==> src/rtl/march_step_accum.sv <==
// Purpose: ray-march accumulator; steps (px,py,pz) along a latched direction by an SDF-scaled step.
// Latency: start edge, then up to MAX_ITERS MARCH cycles, then one FIN cycle with done; no stall path.
// Backpressure: none; start is ignored while busy and d_in is consumed on every MARCH edge.
//
// Ports:
//   clk, rst_n        clock and asynchronous active-low reset
//   start             begin a ray (accepted only in IDLE)
//   ox/oy/oz          signed ray origin
//   dx/dy/dz          signed unit direction (1.0 = 16384)
//   d_in              signed 11-bit SDF distance at the current position, same-cycle valid
//   px/py/pz          registered march position
//   busy, done        busy = not IDLE; done = single-cycle completion pulse
//   hit, iter_count   result and number of position updates for the current/last ray

// step3vec: shift-only approximation of d*dir>>14 for a 3-component direction.
// The leading-one position of |d| picks the shift, so the step is dir scaled by
// the largest power of two not exceeding |d|. Negative d uses one's complement
// for both the magnitude and the direction, matching the sign convention of d_in.
module step3vec (
  input  logic signed [10:0] d,
  input  logic signed [15:0] xin,
  input  logic signed [15:0] yin,
  input  logic signed [15:0] zin,
  output logic signed [15:0] xout,
  output logic signed [15:0] yout,
  output logic signed [15:0] zout
);

  logic              neg;
  logic [9:0]        dabs;
  logic [3:0]        msb;
  logic [3:0]        sh;
  logic signed [15:0] xc, yc, zc;

  always_comb begin
    neg  = d[10];
    dabs = neg ? ~d[9:0] : d[9:0];
    msb  = '0;
    for (int i = 0; i < 10; i++) begin
      if (dabs[i]) msb = 4'(i);
    end
    // dir * 2^msb >> 14 collapses into a single right shift of 14-msb (5..14).
    sh = 4'd14 - msb;
    xc = neg ? ~xin : xin;
    yc = neg ? ~yin : yin;
    zc = neg ? ~zin : zin;
    if (dabs == 10'd0) begin
      xout = '0;
      yout = '0;
      zout = '0;
    end else begin
      xout = xc >>> sh;
      yout = yc >>> sh;
      zout = zc >>> sh;
    end
  end

endmodule

module march_step_accum #(
  parameter int MAX_ITERS  = 8,
  parameter int HIT_THRESH = 4,
  parameter int ITER_W     = 4
) (
  input  logic                     clk,
  input  logic                     rst_n,
  input  logic                     start,
  input  logic signed [15:0]       ox,
  input  logic signed [15:0]       oy,
  input  logic signed [15:0]       oz,
  input  logic signed [15:0]       dx,
  input  logic signed [15:0]       dy,
  input  logic signed [15:0]       dz,
  input  logic signed [10:0]       d_in,
  output logic signed [15:0]       px,
  output logic signed [15:0]       py,
  output logic signed [15:0]       pz,
  output logic                     busy,
  output logic                     done,
  output logic                     hit,
  output logic [ITER_W-1:0]        iter_count
);

  typedef enum logic [1:0] {
    IDLE  = 2'd0,
    MARCH = 2'd1,
    FIN   = 2'd2
  } state_t;

  localparam logic [ITER_W-1:0] MAX_I  = ITER_W'(MAX_ITERS);
  localparam logic [9:0]        THRESH = 10'(HIT_THRESH);

  state_t             state_q, state_d;
  logic signed [15:0] px_q, py_q, pz_q, px_d, py_d, pz_d;
  logic signed [15:0] dirx_q, diry_q, dirz_q, dirx_d, diry_d, dirz_d;
  logic [ITER_W-1:0]  iter_q, iter_d, iter_inc;
  logic               hit_q, hit_d;

  logic [9:0]         dabs;
  logic               is_hit;
  logic signed [15:0] stx, sty, stz;

  step3vec u_step (
    .d    (d_in),
    .xin  (dirx_q),
    .yin  (diry_q),
    .zin  (dirz_q),
    .xout (stx),
    .yout (sty),
    .zout (stz)
  );

  // State and datapath registers.
  always_ff @(posedge clk or negedge rst_n) begin
    if (!rst_n) begin
      state_q <= IDLE;
      px_q    <= '0;
      py_q    <= '0;
      pz_q    <= '0;
      dirx_q  <= '0;
      diry_q  <= '0;
      dirz_q  <= '0;
      iter_q  <= '0;
      hit_q   <= 1'b0;
    end else begin
      state_q <= state_d;
      px_q    <= px_d;
      py_q    <= py_d;
      pz_q    <= pz_d;
      dirx_q  <= dirx_d;
      diry_q  <= diry_d;
      dirz_q  <= dirz_d;
      iter_q  <= iter_d;
      hit_q   <= hit_d;
    end
  end

  // Next-state and datapath update.
  always_comb begin
    dabs     = d_in[10] ? ~d_in[9:0] : d_in[9:0];
    is_hit   = (dabs < THRESH);
    iter_inc = iter_q + ITER_W'(1);

    state_d = state_q;
    px_d    = px_q;
    py_d    = py_q;
    pz_d    = pz_q;
    dirx_d  = dirx_q;
    diry_d  = diry_q;
    dirz_d  = dirz_q;
    iter_d  = iter_q;
    hit_d   = hit_q;

    unique case (state_q)
      IDLE: begin
        if (start) begin
          px_d    = ox;
          py_d    = oy;
          pz_d    = oz;
          dirx_d  = dx;
          diry_d  = dy;
          dirz_d  = dz;
          iter_d  = '0;
          hit_d   = 1'b0;
          state_d = MARCH;
        end
      end
      MARCH: begin
        // A hit freezes the position even when the budget is also spent.
        if (is_hit) begin
          hit_d   = 1'b1;
          state_d = FIN;
        end else begin
          px_d   = px_q + stx;
          py_d   = py_q + sty;
          pz_d   = pz_q + stz;
          iter_d = iter_inc;
          if (iter_inc == MAX_I) begin
            hit_d   = 1'b0;
            state_d = FIN;
          end
        end
      end
      FIN: begin
        state_d = IDLE;
      end
      default: begin
        state_d = IDLE;
      end
    endcase
  end

  // Outputs.
  always_comb begin
    busy       = (state_q != IDLE);
    done       = (state_q == FIN);
    px         = px_q;
    py         = py_q;
    pz         = pz_q;
    hit        = hit_q;
    iter_count = iter_q;
  end

endmodule
==> config.mk <==
export PLATFORM = sky130hd
export DESIGN_NAME = march_step_accum
export DESIGN_NICKNAME = d
export VERILOG_FILES = /design/src/rtl/march_step_accum.sv
export SDC_FILE = /design/constraint.sdc
export NUM_CORES = 1
export LEC_CHECK = 0
export ABC_AREA = 1
export CORE_UTILIZATION = 45
export CTS_BUF_LIST = sky130_fd_sc_hd__clkbuf_8
export DETAILED_ROUTE_END_ITERATION = 16
export PLACE_DENSITY = 0.78
export SLEW_MARGIN = 0
export SYNTH_ARGS = -nofsm -noshare
export SYNTH_HDL_FRONTEND = slang
export SYNTH_SLANG_ARGS = --single-unit
==> constraint.sdc <==
create_clock -name clk -period 3.2 [get_ports clk]
set_input_delay 0.32 -clock clk [delete_from_list [all_inputs] [get_ports clk]]
set_output_delay 0.32 -clock clk [all_outputs]
set_load 0.005 [all_outputs]
==> flow_summary.yaml, run 1 <==
critical_path:
  crit_type: "in -> reg"
  cpMaxStageDelayCell: "fa_2"
  max_stage_delay_ns: 0.37
  start_kind: "input port"
  crit_path_end_kind: "register"
  rr_worst_depth: 18
  r2r_slack_ns: 0.23
  r2r-start: "diry_q[9]$_DFFE_PN0P_"
  crit_buf_inv: 8
  required_ns: 3.54
  path_delay_family: "simple AND/OR/NAND/NOR gates"
  arrival_ns: 3.81
  cpMostUsedCell: "nand2_1"
  cp_max_fo: 6
  r2r_end: "py[8]$_DFFE_PN0P_"
place:
  numPortBuffers: 164
  dpl_cell_area_sq_um: 13200
  place_hpwl_microns: 24800
  place.gp.congestion: 0.966
power_and_ir_drop:
  power_frac_clock: 0.049
  cellPowerDensity_nw_per_um2: 1200
  p_leak_nw: 7.34
  p_sw_frac: 0.481
  seqPwrFrac: 0.149
  combPwrFrac: 0.802
  vdd_drop_max_uv: 980
  internal_power_mw: 9.23
  power_switching_mw: 8.56
global_route:
  overflow: 0
  grt_pass1_wl_microns: 54000
  grt_max_degree: 62
  grt_pass1_vias: 11062
  antenna_found_initial: 0
  grt_use_total: 0.308
routing:
  drtAntennaViolNets: 0
  via_per_inst: 5.48
  num_vias: 11724
  first_iter_violations: 758
  wire_per_inst_microns: 16.3
  drc: 0
  routed_wl_microns: 34800
  drt_pass1_iterations: 6
synthesis:
  syn_area_sq_um: 9650
  syn_nets: 1672
  synth.yosys.seq_area_share: 0.267
  yosys_warnings: 0
  yosysUniqueCellTypes: 38
  syn_inst: 1512
  yosys_register_bits: 103
  synth_edf_count: 0
  synth_area_per_cell_sq_um: 6.38
  yosys_most_used_dff: "dfrtp_1"
  synth-async-reset-ratio: 1.00
outcome:
  violations: "setup timing"
  run_status: "finished, violations left"
cts:
  cts_buffer_depth: 2
  root_buffer: "clkbuf_8"
  cts_tree: "built"
  clock-sinks: 103
  htreeDepth: 3
  clkLatencyLatePin_ns: 0.41
  numCtsBuffers: 9
  clk_pin_slew_ns: 0.11
sta:
  rsz0062_at_grt: "true"
  post-route-period-util: 1.08
  setup_viol: 26
  clock.fmax_mhz: 288
  drv_slew: 0
  hold_viol_final: 0
  setup_ws_ns: -0.266
  slew-limit-headroom: 0.599
  finalCriticalPeriod_ns: 3.47
  tightestPinTransition_ns: 0.601
  finClkSkew_ns: 0.0139
hold_path:
  hold_class: "in -> async"
floorplanning:
  start_util: 0.459
  die_w_microns: 148
  io_pins: 165
  core_sq_um: 21000
  rows: 53
  dieArea_sq_um: 22000
  die_h_microns: 148
layout:
  fin_nets: 2022
  fin_area_sq_um: 14800
  utilization: 0.705
  area_growth_syn_to_layout_pct: 53.6
  drive_gt1_frac: 0.274
  antenna_cells: 0
  fillCellCount: 1699
run:
  cap_violations: 0
## synthesized netlist by cell type (all sizes together) (9+ instances only)
library cell	n	area [sq um]
nand2	489	1860
nand3	288	1440
inv	124	465
dfrtp	103	2580
a21oi	97	485
o21ai	69	345
nor2	58	228
xnor2	58	508
buf	51	282
ha	47	588
clkbuf	31	116
xor2	21	191
nor3	11	66.3
o211ai	11	82.6
or2	11	68.8
o21a	9	67.6
## timing repair
| action | 4_1_cts | 5_1_grt |
|---|---|---|
| hold buffers | 1 | 0 |
| setup buffers | 24 | 13 |
| gates cloned | 3 | 0 |
| gates resized for setup | 131 | 134 |
| hold endpoints to repair | 42 | 0 |
| endpoints found under the setup margin | 39 | 36 |
| pin swaps | 80 | 59 |
## stage by stage
step                      TNS [ns]  total power, mW  setup WS, ns  std cells  hold WS [ns]
final                        -2.80             17.8        -0.266       2141         0.421
after global routing         -9.26             19.2        -0.462       2141         0.458
after CTS                   -0.522             16.3       -0.0939       2128         0.437
after detailed placement    -31.73             14.7        -0.940       2085         0.349
after global placement      -28.03             14.5        -0.848       2085         0.341
after floorplan              -9.54             9.89        -0.587       1512        0.0244
## worst max path at each step
| stage | depth (start not counted) | to | from | slack, ns |
|---|---|---|---|---|
| 2_1_floorplan | 33 | pz[12]$_DFFE_PN0P_ | d_in[10] | -0.59 |
| 3_3_place_gp | 30 | px[12]$_DFFE_PN0P_ | d_in[2] | -0.85 |
| 3_5_place_dp | 27 | px[12]$_DFFE_PN0P_ | d_in[4] | -0.94 |
| 4_1_cts | 27 | px[12]$_DFFE_PN0P_ | d_in[10] | -0.09 |
| 5_1_grt | 31 | py[8]$_DFFE_PN0P_ | d_in[10] | -0.46 |
| 6_report | 28 | py[8]$_DFFE_PN0P_ | d_in[10] | -0.27 |
## layer usage
layer	global-route usage	up-vias	wire [microns]
li1	-	5662	-
met1	0.393	5488	14700
met2	0.534	472	16900
met3	0.0261	102	1930
met4	0.122	0	1250
met5	0	-	0
## state kept, by name (all words and copies together) (netlist names)
| signal | flops |
|---|---|
| py | 16 |
| pz | 16 |
| dirz_q | 16 |
| iter_count | 4 |
| state_q | 2 |
| dirx_q | 16 |
| px | 16 |
| hit | 1 |
| diry_q | 16 |
## power groups by stage
stage | registers [mW] | clock network, mW | logic (mW)
global route | 2.72 | 0.920 | 15.6
CTS | 2.61 | 0.886 | 12.8
detailed placement | 2.62 | 0 | 12.1
finish | 2.66 | 0.869 | 14.3
global placement | 2.61 | 0 | 11.9
floorplan | 2.46 | 0 | 7.43
## kinds of logic after synthesis
family / Yosys count / synth area share
AND/OR/NAND/NOR: 867 / 0.387
buffers and inverters: 206 / 0.0894
adder cells (fa/ha/maj): 50 / 0.0671
flip-flops: 103 / 0.267
XOR/XNOR: 79 / 0.0725
AO/OA/AOI/OAI: 207 / 0.117
## final cells by class
cell class	count	area, sq um	area share
multi-input cells	1203	7330	0.494
clock buffers	9	124	0.00835
inverters	124	473	0.0319
flip-flops and latches	103	2580	0.174
repair buffers	421	3920	0.264
well taps	275	344	0.0232
clock inverters	6	62.6	0.00422
## cells in the final DEF (no fill, tap or decap), types with 10 or more instances in the layout
cell type        instances
nand2_4                 10
xnor2_1                 51
buf_6                   14
inv_2                   19
a21oi_1                 62
dfrtp_1                103
o21ai_1                 33
o21ai_0                 25
o211ai_1                11
nand2_2                 33
nand3_2                 56
xor2_1                  14
clkdlybuf4s50_1        153
buf_4                  220
ha_4                    18
buf_12                  17
nand3_1                230
a21oi_2                 31
nand2_1                446
nor2_1                  51
ha_1                    27
inv_1                  104
Power figures use the tool's default switching activity.
==> inputs of run 2 (changes only) <==
--- a/config.mk
+++ b/config.mk
@@ -5,11 +5,10 @@
 export SDC_FILE = /design/constraint.sdc
 export NUM_CORES = 1
 export LEC_CHECK = 0
-export ABC_AREA = 1
 export CORE_UTILIZATION = 45
 export CTS_BUF_LIST = sky130_fd_sc_hd__clkbuf_8
 export DETAILED_ROUTE_END_ITERATION = 16
-export PLACE_DENSITY = 0.78
+export PLACE_DENSITY = 0.77
 export SLEW_MARGIN = 0
 export SYNTH_ARGS = -nofsm -noshare
 export SYNTH_HDL_FRONTEND = slang
==> constraint.sdc (replaced) <==
create_clock -name clk -period 3.2 [get_ports clk]
set_input_delay 0.32 -clock clk [delete_from_list [all_inputs] [get_ports clk]]
set_output_delay 0.32 -clock clk [all_outputs]
set_load 0.01 [all_outputs]
==> run 2 against run 1 <==
Against the previous run: the run still ends with setup timing left; setup slack worse by 1.4 ns; clock power is 11% higher; power is 4.1% higher; die area is 2.3% higher; global-route usage is 3.2 points higher; via count is 0.62% lower; routed wire length is 14% higher; critical endpoint is now py[15]$_DFFE_PN0P_; area after synthesis is 2.3% higher; combinational power is 3% higher; final area is 9.2% higher; sequential share of layout area is 1.5 points lower; final cell count is 10% lower.
==> flow_summary.yaml, run 2 <==
outcome:
  run_status: "finished, violations left"
  violations: "setup timing"
power_and_ir_drop:
  vdd_drop_max_uv: 839
  p_leak_nw: 6.96
  cellPowerDensity_nw_per_um2: 1140
place:
  numPortBuffers: 164
  place.gp.congestion: 1.03
  place_ws_ns: -2.35
  place_hpwl_microns: 28800
hold_path:
  hold_class: "in -> reg"
critical_path:
  crit_type: "in -> reg"
  required_ns: 3.55
  arrival_ns: 5.20
  start_kind: "input port"
  cp_max_fo: 6
  crit_path_end_kind: "register"
sta:
  finalCriticalPeriod_ns: 4.85
  rsz0062_at_grt: "true"
  tightestPinTransition_ns: 0.677
  slew-limit-headroom: 0.549
  setup_viol: 45
  hold_viol_final: 0
  setup-tns-final_ns: -45.92
  post-route-period-util: 1.52
  setup_ws_ns: -1.65
  clock.fmax_mhz: 206
  finClkSkew_ns: 0.0182
  drv_slew: 0
  fin_hold_ws_ns: 0.440
layout:
  layout_common_cells: "buf_4 (357), clkdlybuf4s50_1 (153), nand2_1 (104)"
  final_common_cell: "buf_4"
  fillCellCount: 1433
  drive_gt1_frac: 0.429
  antenna_cells: 0
  fin_nets: 1807
  multiInputGateArea_sq_um: 7960
  seq_area_sq_um: 2580
  area_growth_syn_to_layout_pct: 64.0
routing:
  drt_pass1_iterations: 6
  routed_wl_microns: 39900
  wire_per_inst_microns: 20.7
  num_vias: 11651
  via_per_inst: 6.05
  drtAntennaViolNets: 0
  first_iter_violations: 1068
  drc: 0
synthesis:
  synth.yosys.seq_area_share: 0.261
  syn_nets: 1296
  synth_common_cells: "nand2_1 (110), dfrtp_1 (103), nor2_1 (91), o21ai_0 (75), mux2_2 (71)"
  synth_top_area_cell: "dfrtp_1"
  yosys.area.top_type_share: 0.261
  syn_area_sq_um: 9870
  synth_edf_count: 0
  syn_inst: 1136
  synth-async-reset-ratio: 1.00
  yosys_register_bits: 103
  yosysUniqueCellTypes: 85
  yosys-top-cells-area: "dfrtp_1 (26%), mux2_2 (8.1%), mux2i_1 (6.1%)"
  yosys_warnings: 0
  yosysMostFrequentCell: "nand2_1"
  synth_area_per_cell_sq_um: 8.69
  yosys_most_used_dff: "dfrtp_1"
global_route:
  overflow: 0
  grt_max_degree: 58
  grt_pass1_wl_microns: 58900
  grt_pass1_vias: 11418
  grt_use_total: 0.339
  antenna_found_initial: 0
cts:
  root_buffer: "clkbuf_8"
  clk_pin_slew_ns: 0.13
  cts_buffer_depth: 2
  htreeDepth: 3
  numCtsBuffers: 9
  cts_tree: "built"
  clock-sinks: 103
  clkLatencyLatePin_ns: 0.42
floorplanning:
  core_sq_um: 21300
  dieArea_sq_um: 22500
  rows: 53
  die_h_microns: 150
  die_w_microns: 150
  io_pins: 165
  start_util: 0.464
run:
  cap_violations: 0
[run 2: cell count changes after synthesis, moves of 27 or more]
cell,change
nand3_1,-261
inv_1,-98
o21ai_0,+27
mux2_2,+71
a21oi_1,-32
nand2_1,-374
mux2i_1,+60
nor2_1,+35
[run 2: critical path: stages]
cell	delay (ns)
buf_6	0.10
buf_6	0.11
nor3b_4	0.15
o31ai_4	0.28
nand3_2	0.19
nand2_8	0.11
inv_6	0.03
ha_4	0.33
buf_6	0.13
nor2_4	0.04
nand3_1	0.10
o21ai_1	0.09
a211oi_2	0.27
o22ai_1	0.14
or3_4	0.40
ha_4	0.18
a211o_1	0.34
a2111oi_4	0.46
o221ai_2	0.16
o41ai_2	0.38
mux2i_1	0.27
a2111oi_2	0.08
or4_1	0.43
nand3_1	0.11
[run 2: logic make-up (layout without fill, tap and decap cells)]
kind of cell,count (synthesis),in the layout,share of synthesized area
adder cells (fa/ha/maj),50,50,0.0656
buffers and inverters,95,611,0.0425
XOR/XNOR,55,55,0.0488
flip-flops,103,103,0.261
AO/OA/AOI/OAI,344,344,0.239
multiplexers,151,151,0.183
AND/OR/NAND/NOR,338,338,0.160
[run 2: final cells by class]
type | count | area share
Inverter | 24 | 0.00634
Timing Repair Buffer | 571 | 0.309
Clock buffer | 10 | 0.00850
Tap cell | 275 | 0.0212
Clock inverter | 6 | 0.00464
Sequential cell | 103 | 0.159
Multi-Input combinational cell | 938 | 0.491
[run 2: per-layer routing]
metal | vias to the layer above | wire length (microns) | global-route usage
met5 | - | 0 | 0
met2 | 563 | 19300 | 0.572
met3 | 125 | 3140 | 0.0485
li1 | 5294 | - | -
met4 | 0 | 1570 | 0.140
met1 | 5669 | 15900 | 0.434
[run 2: timing repair]
item,in CTS,in global routing
endpoints found under the hold margin,46,0
pin swaps,103,98
setup buffers,49,37
cloned,0,1
resized for setup,158,113
endpoints found under the setup margin,48,46
hold buffers,1,0
[run 2: where the power goes]
part	switching [mW]	total, mW	internal (mW)
combinational	6.97	14.8	7.80
clock	0.564	0.961	0.397
sequential	0.805	2.79	1.98
total	8.34	18.5	10.2
[run 2: final timing paths]
path,start,endpoint,slack (ns),cells after the start
max,d_in[1],py[15]$_DFFE_PN0P_,-1.65,24
min,oz[8],pz[8]$_DFFE_PN0P_,0.44,3
max reg2reg,diry_q[13]$_DFFE_PN0P_,py[15]$_DFFE_PN0P_,-1.02,15
min reg2reg,py[11]$_DFFE_PN0P_,py[11]$_DFFE_PN0P_,0.54,1
max in group asynchronous,rst_n,dirz_q[12]$_DFFE_PN0P_,1.97,3
min in group asynchronous,rst_n,py[13]$_DFFE_PN0P_,0.47,2
[run 2: metrics by stage]
step	power, mW	utilization	cells	area [sq um]
2_1_floorplan	9.74	-	1136	10200
3_3_place_gp	15.0	0.682	1844	14500
3_5_place_dp	15.4	0.682	1844	14500
4_1_cts	17.3	0.728	1901	15500
5_1_grt	19.7	0.761	1927	16200
6_report	18.5	0.761	1927	16200
==> inputs of run 3 (changes only) <==
--- a/config.mk
+++ b/config.mk
@@ -5,10 +5,10 @@
 export SDC_FILE = /design/constraint.sdc
 export NUM_CORES = 1
 export LEC_CHECK = 0
-export CORE_UTILIZATION = 45
+export CORE_UTILIZATION = 35
 export CTS_BUF_LIST = sky130_fd_sc_hd__clkbuf_8
 export DETAILED_ROUTE_END_ITERATION = 16
-export PLACE_DENSITY = 0.77
+export PLACE_DENSITY = 0.64
 export SLEW_MARGIN = 0
 export SYNTH_ARGS = -nofsm -noshare
 export SYNTH_HDL_FRONTEND = slang
==> run 3 against run 2 <==
Against the previous run: critical path depth increased by 3; sequential cell count unchanged; combinational power decreased by 3%; non-clock buffer count decreased by 14; via count decreased by 4.6%; count of clock-buffer cells in the layout unchanged; critical path type unchanged; clock power decreased by 2.2%; final area decreased by 1.3%; largest power group unchanged; sequential power about the same; the flow still finishes with violations (setup timing).
==> flow_summary.yaml, run 3 (synthesis gave the netlist of run 2 again) <==
layout:
  layout_common_cells: "buf_4 (362), clkdlybuf4s50_1 (153), nand2_1 (105)"
  fillCellCount: 2475
  final_common_cell: "buf_4"
  antenna_cells: 0
  multiInputGateArea_sq_um: 7840
  area_growth_syn_to_layout_pct: 61.9
  seq_area_sq_um: 2580
  fin_area_sq_um: 16000
  drive_gt1_frac: 0.417
  fin_nets: 1793
power_and_ir_drop:
  combPwrFrac: 0.795
  vdd_drop_max_uv: 387
  power_frac_clock: 0.052
  cellPowerDensity_nw_per_um2: 1130
  internal_power_mw: 10.1
  p_leak_nw: 6.87
  seqPwrFrac: 0.153
  total_power_mw: 18.1
  p_sw_frac: 0.445
  power_switching_mw: 8.07
floorplanning:
  io_pins: 165
  core_sq_um: 27800
  rows: 61
  start_util: 0.355
  die_h_microns: 170
  die_w_microns: 170
  dieArea_sq_um: 28900
critical_path:
  cp_max_fo: 8
  required_ns: 3.51
  cpMaxStageDelayCell: "a2111o_1"
  crit_buf_inv: 9
  crit_type: "in -> reg"
  cpMostUsedCell: "buf_6"
  path_delay_family: "compound AO/OA/AOI/OAI gates"
  arrival_ns: 4.94
  max_stage_delay_ns: 0.53
  crit_path_end_kind: "register"
  start_kind: "input port"
place:
  numPortBuffers: 164
  place_hpwl_microns: 29200
  dpl_cell_area_sq_um: 14600
  place.gp.congestion: 0.980
global_route:
  grt_pass1_wl_microns: 59400
  grt_pass1_vias: 10876
  overflow: 0
  grt_max_degree: 55
  antenna_found_initial: 0
  grt_use_total: 0.263
outcome:
  violations: "setup timing"
  run_status: "finished, violations left"
routing:
  drt_pass1_iterations: 5
  drc: 0
  num_vias: 11112
  drtAntennaViolNets: 0
  wire_per_inst_microns: 18.7
  first_iter_violations: 846
  via_per_inst: 5.51
  routed_wl_microns: 37700
cts:
  numCtsBuffers: 9
  clkLatencyLatePin_ns: 0.42
  cts_buffer_depth: 2
  clock-sinks: 103
  cts_tree: "built"
  htreeDepth: 3
  root_buffer: "clkbuf_8"
  clk_pin_slew_ns: 0.13
sta:
  tightestPinTransition_ns: 0.721
  setup_viol: 45
  fin_hold_ws_ns: 0.312
  post-route-period-util: 1.45
  setup_ws_ns: -1.44
  rsz0062_at_grt: "true"
  slew-limit-headroom: 0.520
  drv_slew: 0
  finalCriticalPeriod_ns: 4.64
  finClkSkew_ns: 0.0253
  clock.fmax_mhz: 216
  setup-tns-final_ns: -40.60
  hold_viol_final: 0
run:
  cap_violations: 0
hold_path:
  hold_class: "in -> async"
-- run 3: what timing repair did --
action	4_1_cts	5_1_grt
setup buffers	39	27
pin swaps	103	49
cloned	0	0
resized for setup	158	73
setup endpoints to repair	48	46
hold endpoints to repair	15	0
hold buffers	1	0
-- run 3: power groups by stage --
stage	logic, mW	clock network [mW]	registers, mW
final	14.4	0.940	2.77
after global routing	15.7	1.02	2.87
after CTS	13.5	0.963	2.75
after detailed placement	12.6	0	2.78
after global placement	12.4	0	2.74
after floorplan	7.08	0	2.66
-- run 3: final timing paths --
kind	endpoint	depth (start not counted)	slack (ns)	start
min in group clk	px[0]$_DFFE_PN0P_	3	0.45	ox[0]
min	dirx_q[14]$_DFFE_PN0P_	2	0.31	rst_n
max reg2reg	py[15]$_DFFE_PN0P_	14	-0.83	diry_q[13]$_DFFE_PN0P_
max	pz[13]$_DFFE_PN0P_	27	-1.44	d_in[8]
max in group asynchronous	pz[9]$_DFFE_PN0P_	3	2.08	rst_n
min reg2reg	hit$_DFFE_PN0P_	2	0.54	hit$_DFFE_PN0P_
-- run 3: final cells by class --
type / instances / area share
well taps: 378 / 0.0296
inverters: 24 / 0.00626
clock buffers: 10 / 0.00861
clock inverters: 6 / 0.00462
flip-flops and latches: 103 / 0.161
repair buffers: 557 / 0.299
multi-input cells: 938 / 0.491
-- run 3: per-stage QoR --
step | instances | utilization | setup WS [ns]
final | 2016 | 0.575 | -1.44
after global routing | 2016 | 0.575 | -1.58
after CTS | 1992 | 0.557 | -1.42
after detailed placement | 1942 | 0.525 | -2.33
after global placement | 1942 | 0.525 | -2.25
after floorplan | 1136 | - | -1.77
-- run 3: worst reg2reg max path, delay by kind of cell (launching register included) --
family,cells,cell delay [ns]
AOI/OAI and AO/OA,8,2.07
xor gates and xnor gates,1,0.17
adders and majority gates,1,0.31
DFF,1,0.47
muxes,1,0.26
and+or+nand+nor,3,0.72
-- run 3: per-layer routing --
layer | routed length, microns | track usage | up-vias
met1 | 17400 | 0.370 | 5397
met3 | 2060 | 0.0286 | 65
met5 | 0 | 0 | -
met2 | 17400 | 0.426 | 379
li1 | - | - | 5271
met4 | 894 | 0.0666 | 0
